===== src/rtl/turf_fragment_rx.sv =====
// TURF fragment reassembler: checks fragment tags and order, strips them and emits one
// contiguous event data stream followed by a per-event status word.
module turf_fragment_rx #(
  parameter logic [15:0] CONSTANT_0   = 16'hDA7A,
  parameter logic [5:0]  CONSTANT_1   = 6'h00,
  parameter int unsigned ERR_CNT_BITS = 16
) (
  input  logic                    aclk,
  input  logic                    areset,
  input  logic [63:0]             s_payload_tdata,
  input  logic                    s_payload_tvalid,
  output logic                    s_payload_tready,
  input  logic [7:0]              s_payload_tkeep,
  input  logic                    s_payload_tlast,
  output logic [63:0]             m_data_tdata,
  output logic                    m_data_tvalid,
  input  logic                    m_data_tready,
  output logic [7:0]              m_data_tkeep,
  output logic                    m_data_tlast,
  output logic                    m_data_tuser,
  output logic [31:0]             m_status_tdata,
  output logic                    m_status_tvalid,
  input  logic                    m_status_tready,
  output logic                    m_status_tuser,
  output logic [ERR_CNT_BITS-1:0] err_count_o,
  output logic                    busy_o
);

  typedef enum logic [2:0] {StTag, StStream, StDrop, StFlush, StStatus} state_e;

  state_e            state_q, state_d;
  logic              in_event_q, in_event_d;
  logic [9:0]        exp_frag_q, exp_frag_d;
  logic [11:0]       addr_q, addr_d;
  logic [19:0]       len_q, len_d;
  logic [19:0]       rem_q, rem_d;
  logic              pending_q, pending_d;
  logic              abort_q, abort_d;
  logic              drop_after_q, drop_after_d;
  logic [ERR_CNT_BITS-1:0] err_q;
  logic              err_inc;

  // Byte count comes from the tag, so tkeep on the input side carries no information.
  logic unused_tkeep;
  assign unused_tkeep = ^s_payload_tkeep;

  logic        tag_ok;
  logic [9:0]  tag_frag;
  logic [11:0] tag_addr;
  logic [19:0] tag_len;
  logic        final_beat;
  logic [7:0]  keep_stream;

  assign tag_ok      = (s_payload_tdata[63:42] == {CONSTANT_0, CONSTANT_1});
  assign tag_frag    = s_payload_tdata[41:32];
  assign tag_addr    = s_payload_tdata[31:20];
  assign tag_len     = s_payload_tdata[19:0];
  assign final_beat  = (rem_q <= 20'd8);
  assign keep_stream = (rem_q >= 20'd8) ? 8'hFF : ((8'h01 << rem_q[2:0]) - 8'h01);

  always_comb begin
    state_d          = state_q;
    in_event_d       = in_event_q;
    exp_frag_d       = exp_frag_q;
    addr_d           = addr_q;
    len_d            = len_q;
    rem_d            = rem_q;
    pending_d        = pending_q;
    abort_d          = abort_q;
    drop_after_d     = drop_after_q;
    err_inc          = 1'b0;
    s_payload_tready = 1'b0;
    m_data_tdata     = 64'h0;
    m_data_tvalid    = 1'b0;
    m_data_tkeep     = 8'h00;
    m_data_tlast     = 1'b0;
    m_data_tuser     = 1'b0;
    m_status_tdata   = 32'h0;
    m_status_tvalid  = 1'b0;
    m_status_tuser   = 1'b0;

    case (state_q)
      StTag: begin
        s_payload_tready = 1'b1;
        if (s_payload_tvalid) begin
          if (!tag_ok) begin
            err_inc = 1'b1;
            state_d = s_payload_tlast ? StTag : StDrop;
          end else if (!in_event_q) begin
            if (tag_frag != 10'd0) begin
              err_inc = 1'b1;
              state_d = s_payload_tlast ? StTag : StDrop;
            end else begin
              addr_d     = tag_addr;
              len_d      = tag_len;
              rem_d      = tag_len;
              exp_frag_d = 10'd1;
              in_event_d = 1'b1;
              abort_d    = 1'b0;
              if (tag_len == 20'd0) begin
                pending_d = 1'b1;
                state_d   = s_payload_tlast ? StStatus : StDrop;
              end else begin
                state_d = s_payload_tlast ? StTag : StStream;
              end
            end
          end else if ({tag_frag, tag_addr, tag_len} == {exp_frag_q, addr_q, len_q}) begin
            exp_frag_d = exp_frag_q + 10'd1;
            state_d    = s_payload_tlast ? StTag : StStream;
          end else begin
            err_inc      = 1'b1;
            pending_d    = 1'b1;
            abort_d      = 1'b1;
            drop_after_d = !s_payload_tlast;
            state_d      = StFlush;
          end
        end
      end
      StStream: begin
        s_payload_tready = m_data_tready;
        m_data_tvalid    = s_payload_tvalid;
        m_data_tdata     = s_payload_tdata;
        m_data_tkeep     = keep_stream;
        m_data_tlast     = final_beat;
        if (s_payload_tvalid && m_data_tready) begin
          rem_d = final_beat ? 20'd0 : rem_q - 20'd8;
          if (final_beat) begin
            pending_d = 1'b1;
            // Beats past the declared length are an overrun.
            if (s_payload_tlast) begin
              state_d = StStatus;
            end else begin
              err_inc = 1'b1;
              state_d = StDrop;
            end
          end else if (s_payload_tlast) begin
            state_d = StTag;
          end
        end
      end
      StDrop: begin
        s_payload_tready = 1'b1;
        if (s_payload_tvalid && s_payload_tlast) begin
          state_d = pending_q ? StStatus : StTag;
        end
      end
      StFlush: begin
        // Zero-byte terminator so the buffer writer closes the aborted event.
        m_data_tvalid = 1'b1;
        m_data_tlast  = 1'b1;
        m_data_tuser  = 1'b1;
        if (m_data_tready) begin
          state_d = drop_after_q ? StDrop : StStatus;
        end
      end
      StStatus: begin
        m_status_tvalid = 1'b1;
        m_status_tdata  = {addr_q, len_q};
        m_status_tuser  = abort_q;
        if (m_status_tready) begin
          in_event_d = 1'b0;
          exp_frag_d = 10'd0;
          pending_d  = 1'b0;
          abort_d    = 1'b0;
          state_d    = StTag;
        end
      end
      default: state_d = StTag;
    endcase
  end

  always_ff @(posedge aclk or posedge areset) begin
    if (areset) begin
      state_q      <= StTag;
      in_event_q   <= 1'b0;
      exp_frag_q   <= 10'd0;
      addr_q       <= 12'd0;
      len_q        <= 20'd0;
      rem_q        <= 20'd0;
      pending_q    <= 1'b0;
      abort_q      <= 1'b0;
      drop_after_q <= 1'b0;
    end else begin
      state_q      <= state_d;
      in_event_q   <= in_event_d;
      exp_frag_q   <= exp_frag_d;
      addr_q       <= addr_d;
      len_q        <= len_d;
      rem_q        <= rem_d;
      pending_q    <= pending_d;
      abort_q      <= abort_d;
      drop_after_q <= drop_after_d;
    end
  end

  always_ff @(posedge aclk or posedge areset) begin
    if (areset) begin
      err_q <= '0;
    end else if (err_inc && (err_q != {ERR_CNT_BITS{1'b1}})) begin
      err_q <= err_q + ERR_CNT_BITS'(1);
    end
  end

  assign err_count_o = err_q;
  assign busy_o      = in_event_q;

endmodule


===== config.mk =====
export PLATFORM = sky130hd
export DESIGN_NAME = turf_fragment_rx
export DESIGN_NICKNAME = d
export VERILOG_FILES = /design/src/rtl/turf_fragment_rx.sv
export SDC_FILE = /design/constraint.sdc
export NUM_CORES = 1
export LEC_CHECK = 0
export ABC_AREA = 0
export ABC_CLOCK_PERIOD_IN_PS = 3400
export CAP_MARGIN = 20
export CORE_ASPECT_RATIO = 0.75
export CORE_MARGIN = 2
export CORE_UTILIZATION = 25
export CTS_BUF_LIST = sky130_fd_sc_hd__clkbuf_2
export DETAILED_ROUTE_END_ITERATION = 10
export GPL_ROUTABILITY_DRIVEN = 1
export SLEW_MARGIN = 10
export SYNTH_ARGS = -nofsm -noshare
export SYNTH_HDL_FRONTEND = slang
export SYNTH_SLANG_ARGS = --single-unit

===== constraint.sdc =====
create_clock -name aclk -period 3.4 [get_ports aclk]
set_input_delay 0.68 -clock aclk [delete_from_list [all_inputs] [get_ports aclk]]
set_output_delay 0.68 -clock aclk [all_outputs]
set_load 0.005 [all_outputs]

Yosys cells after proc, flatten, opt, wreduce, memory -nomap -nowiden
Index checks and enable logic that the tools add are counted.
- bits in registers: 85
- bits of input ports: 78
- output and inout bits: 127
- word-level logic and storage cells: 131
- add/subtract/negate cells: 4
- $lt $le $gt $ge: 2
- equality and inequality tests: 21
- shifts and indexed selects: 1
- mux-type cells: 71
- bitwise operators: 3
- reduce and logical (&&, ||, !) cells: 19
- operators by type and width (cell ; number):
    20-bit two-way mux ; 6
    64-bit two-way mux ; 1
    10-bit two-way mux ; 6
    42-bit equality test ; 1
    3-bit two-way mux ; 14
    20-bit one-hot mux with 2 select lines ; 1
    32-bit two-way mux ; 1
    1-bit two-way mux ; 29
    6-bit AND reduction ; 4
    22-bit equality test, second input constant ; 1
    20-bit by 4-bit greater-or-equal comparator with 1-bit output, second input constant ; 1
    20-bit by 4-bit <= comparator with 1-bit output, second input constant ; 1
    20-bit logical NOT ; 1
    10-bit one-hot mux with 2 select lines ; 1
    20-bit by 4-bit subtractor with 20-bit output, second input constant ; 1
    2-bit != test, second input constant ; 9
    16-bit by 1-bit adder with 16-bit output, second input constant ; 1
    8-bit two-way mux ; 2
    16-bit != test, second input constant ; 1
    3-bit != test, second input constant ; 5
    3-bit one-hot mux with 5 select lines ; 1
    1-bit one-hot mux with 2 select lines ; 6
    10-bit by 1-bit adder with 10-bit output, second input constant ; 1
    5-bit AND reduction ; 2
    17 further kinds ; 24

Longest topological paths before layout
- word-level depth: 7
- gate-level depth with buffers: 10
- gate-level depth less buffers: 10

Least setup slack after synthesis
OpenSTA, ideal clock, no wires.
- kind: input to register
- start point: input port s_payload_tdata[47]
- end point: register len_q[10]
- setup time: 0.125 ns
- arrival time: 2.450 ns
- required time: 3.275 ns
- path slack: 0.825 ns
- stages: 8
- path buffers: 1
- path through: nor4b_1 nand3_1 or2_1 nor2_1 nand2_1 nor2_1 buf_2 mux2_2
- cells in the longest elaborated chain, start to end: 2
- RTL lines (item ; line ; source):
    from (decl) ; 10 ; input logic [63:0] s_payload_tdata,
    22-bit equality test ; 54 ; assign tag_ok = (s_payload_tdata[63:42] == {CONSTANT_0, CONSTANT_1});
    5-bit AND reduction (no source line) ; - ;
    to (signal assigned) ; 188 ; len_q <= len_d;
    to (decl) ; 35 ; logic [19:0] len_q, len_d;
Every way passes these cells.
A chain may end at the register's enable or synchronous reset.

Final worst setup path
- start point: register rem_q[18]
- end point: output port m_data_tkeep[0]
- cells in the longest elaborated chain, start to end: 3
- RTL lines (item ; line ; source):
    from (decl) ; 36 ; logic [19:0] rem_q, rem_d;
    from (signal assigned) ; 189 ; rem_q <= rem_d;
    20-bit by 4-bit greater-or-equal comparator with 1-bit output ; 59 ; assign keep_stream = (rem_q >= 20'd8) ? 8'hFF : ((8'h01 << rem_q[2:0]) - 8'h01);
    8-bit two-way mux ; 59 ;
    8-bit two-way mux ; 82 ; case (state_q)
    to (decl) ; 18 ; output logic [7:0] m_data_tkeep,
Every way passes these cells.

==> PnR_summary.wiki <==
{| class="wikitable"
! Metric !! Value
|-
| TritonCTS Buffers || 9
|-
| Slack of the worst reg-to-reg path || ~0.43 ns
|-
| Highest layer used for signal routing || met4
|-
| First-pass iteration count of the detailed router || 7
|-
| Met3 WL || around 970 µm
|-
| Post-route ant nets || 0
|-
| I/O Buffers || 196
|-
| Post-synthesis register bit count || between 80 and 90
|-
| Hold violation count in the final report || 0
|-
| Half-perimeter wire length after detailed placement || between 10 and 15 mm
|-
| Cell-by-cell listing of the critical path || or3_4 > nor4_4 > and3_4 > a21oi_1 > clkdlybuf4s50_1
|-
| Total of hold buffers inserted after clock tree synthesis || 0
|-
| Die outline height || approximately 130 µm
|-
| Total of warnings raised by yosys || 0
|-
| Required time of the critical path || 2.72 ns
|-
| Critical Path Start Type || flop
|-
| Critical path start-end classification || flop to primary output
|-
| Drt wl/cell || 17.1 µm
|-
| Detailed-route DRC error count || 0
|-
| Commonest cells after routing, fill and taps aside || clkdlybuf4s50_1 (193), dfrtp_1 (81), and2_1 (69)
|-
| Level count of the clock H-tree || 3
|-
| Share of the yosys chip area belonging to registers || a little under two fifths
|-
| Inst Count DP || roughly 1.1k
|-
| DR iter-0 viols || between 400 and 500
|-
| Number of flops mapped to enable cells by yosys || 0
|-
| CTS tree || built
|-
| Slew HR || approximately 65%
|-
| PnR worst setup slack || roughly 0.2 ns
|-
| Number of standard cells in the layout, taps in and fillers out || 1168
|-
| Clock Root Buffer || clkbuf_2
|-
| Wire length of the first global-routing pass || 31.3 mm
|-
| Die X || 178 µm
|-
| Antenna violations before repair || 0
|-
| Data arrival at the endpoint of the critical path || 2.52 ns
|-
| Worst setup skew after layout || roughly 0.046 ns
|-
| DIE AREA || about 24000 µm²
|-
| Cells after synthesis || approximately 650
|-
| Max-cap check violation count || 0
|-
| Crit-path slowest cell || clkdlybuf4s50_1
|-
| Fraction of layout instances using a drive strength above 1 || between 10% and 20%
|-
| Via count of the first global-routing pass || around 5.5k
|-
| I/O pins || just over 200
|-
| Largest vdd supply drop || approximately 170 µV
|-
| Number of unique standard cell types used by synthesis || 59
|-
| Placer Congestion || 0.868
|-
| Initial core utilization || between 20 and 30%
|-
| Clock latency of the later-clocked register in the worst-skew pair || just under 0.6 ns
|-
| Via count || approximately 5.6k
|-
| Number of nets in the finished design || roughly 950
|-
| Class of the worst hold path || primary input to async pin
|-
| Maximum number of pins on one net before global-route repair || between 80 and 90
|-
| Final Max Slew Viols || 0
|-
| Core area || 22200 µm²
|-
| Final setup TNS || 0 ns
|-
| Mapped Avg Cell Area || roughly 9 µm²
|-
| Largest incremental delay on the critical path || around 0.47 ns
|-
| Reg-to-reg startpoint || rem_q[18]$_DFFE_PP0P_
|-
| Number of cell instances on the worst register-to-register path || 11
|-
| Sum of met2 wire segment lengths after detailed routing || 8.95 mm
|-
| Relative area change from synthesis to final layout || 49.5%
|-
| Register clock-pin slew on the reported worst setup and hold paths || 0.25 ns
|-
| Global-route total usage across every layer || around 17%
|-
| Pre-CTS worst setup slack || roughly 0.1 ns
|-
| Number of placement rows || 47
|-
| RSZ-0062 raised after global routing || no
|-
| Most common cell after layout, fill and taps aside || clkdlybuf4s50_1
|-
| Result of the run || finished clean
|-
| Pin slew with the least headroom to its limit || roughly 0.52 ns
|-
| FF-to-FF End || err_count_o[11]$_DFFE_PP0P_
|-
| Cell area after technology mapping || 5680 µm²
|-
| Predominant post-synthesis flop cell || dfrtp_1
|-
| Antenna diode instance count || 0
|-
| Total detailed-routing wirelength || 19.9 mm
|-
| Setup Viol. Count Final || 0
|-
| Ratio of final minimum period to clock period || a little over nine tenths
|-
| Kind of end point of the critical path || primary output
|-
| Cell Pwr Density || approximately 320 nW/µm²
|-
| Filler instances || 2241
|-
| Static power due to leakage || about 3.6 nW
|-
| Maximum frequency from static timing analysis || approximately 310 MHz
|-
| Number of nets in the synthesized netlist || ~730
|-
| Post-Route M1 WL || slightly below 10 mm
|-
| Number of clock sinks || 85
|-
| Post-synthesis async set-or-reset flop share || 100%
|-
| Deepest clock path buffer count || 2
|-
| GRT overflow || 0
|-
| Maximum fanout along the worst path || 8
|-
| Final critical delay including setup and external delays || approximately 3.2 ns
|-
| DR vias/cell || approximately 4.8
|}
## kinds of logic after synthesis
kind of cell / Yosys count / share of synthesized area (%)
and+or+nand+nor: 289 / 29.1
AOI/OAI and AO/OA: 124 / 13.0
DFF: 85 / 37.5
xor gates and xnor gates: 58 / 8.94
buffers and inverters: 52 / 3.64
muxes: 35 / 6.92
adders and majority gates: 4 / 0.881
## area by class of cell
| type | instances | area (µm²) | share of cell area [%] |
|---|---|---|---|
| tap | 294 | 368 | 4.33 |
| sequential | 85 | 2130 | 25.1 |
| inverter | 15 | 57.6 | 0.678 |
| clock buffer | 9 | 45.0 | 0.530 |
| multi-input combinational | 510 | 3400 | 40.1 |
| clock inverter | 6 | 87.6 | 1.03 |
| timing repair buffer | 249 | 2400 | 28.3 |
## how the worst max path moves through the flow
stage,startpoint,to,slack (ns),cells after the start
after CTS,rem_q[18]$_DFFE_PP0P_,m_data_tkeep[6],0.0005,5
after global routing,rem_q[18]$_DFFE_PP0P_,m_data_tkeep[0],0.02,5
after global placement,s_payload_tdata[1],exp_frag_q[3]$_DFFE_PP0P_,0.12,9
after detailed placement,s_payload_tdata[37],exp_frag_q[3]$_DFFE_PP0P_,0.10,11
after floorplan,areset,abort_q$_DFFE_PP0P_,0.53,1
final,rem_q[18]$_DFFE_PP0P_,m_data_tkeep[0],0.20,5
## where the power goes
group	switching, mW	total [mW]	leakage [nW]	internal [mW]
combinational	0.470	0.889	2.36	0.419
sequential	0.106	1.19	1.13	1.09
clock	0.384	0.622	0.0720	0.239
## Yosys cell counts, drive strengths merged (2+ instances only)
master  count  area share [%]
nand2b      9            0.99
inv        15            0.99
nor2       48             3.2
or3         5            0.64
nand2      32             2.1
ha          4            0.88
buf         4            0.46
or2         5            0.55
nor3b       2            0.26
a221oi      2            0.31
o21ai      55             4.8
mux2       34             6.7
nor2b       3            0.33
xnor2      48             7.4
dfrtp      85              37
nor4       21             3.1
clkbuf     33             2.2
o31ai       6            0.79
nor4bb      2            0.35
a32oi       3            0.46
nand4      14             1.5
and3       37             4.1
nor3       20             2.1
nand3      16             1.4
xor2       10             1.5
a211oi      2            0.26
a21oi      31             2.8
a22o        4            0.62
and2       70             7.7
o21a        2            0.26
a31oi       5            0.55
a22oi       4            0.53
## metrics by stage
step	utilization [%]	area [µm²]	hold slack, ns	power, mW
floorplan	-	5680	0.454	1.60
global placement	37.2	8250	0.475	2.09
detailed placement	37.2	8250	0.479	2.10
CTS	38.1	8450	0.484	2.72
global route	38.3	8490	0.468	2.87
finish	38.3	8490	0.481	2.71
## worst max-delay path: cells and delay by family, from the launching register on
family / cells / cell delay (ns)
buf+inv: 1 / 0.47
simple gates: 3 / 0.99
compound gates: 1 / 0.09
flops: 1 / 0.43
## layer usage
metal,GRT usage [%],up-vias
met5,0,-
met4,2.60,0
met3,3.72,8
met2,25.3,149
met1,24.5,2739
li1,-,2742
## registers in the layout, summed over array words and instances (netlist names)
name and count:
pending_q 1, exp_frag_q 10, rem_q 20, abort_q 1, len_q 20, state_q 3, err_count_o 16, drop_after_q 1
addr_q 12, busy_o 1
## what timing repair did
action / 4_1_cts / 5_1_grt
gates resized for setup: 13 / 5
setup buffers: 4 / 4
pin swaps: 4 / 2
cloned: 0 / 0
endpoints found under the setup margin: 4 / 38
Note: power is estimated with default switching activity, not from simulation.
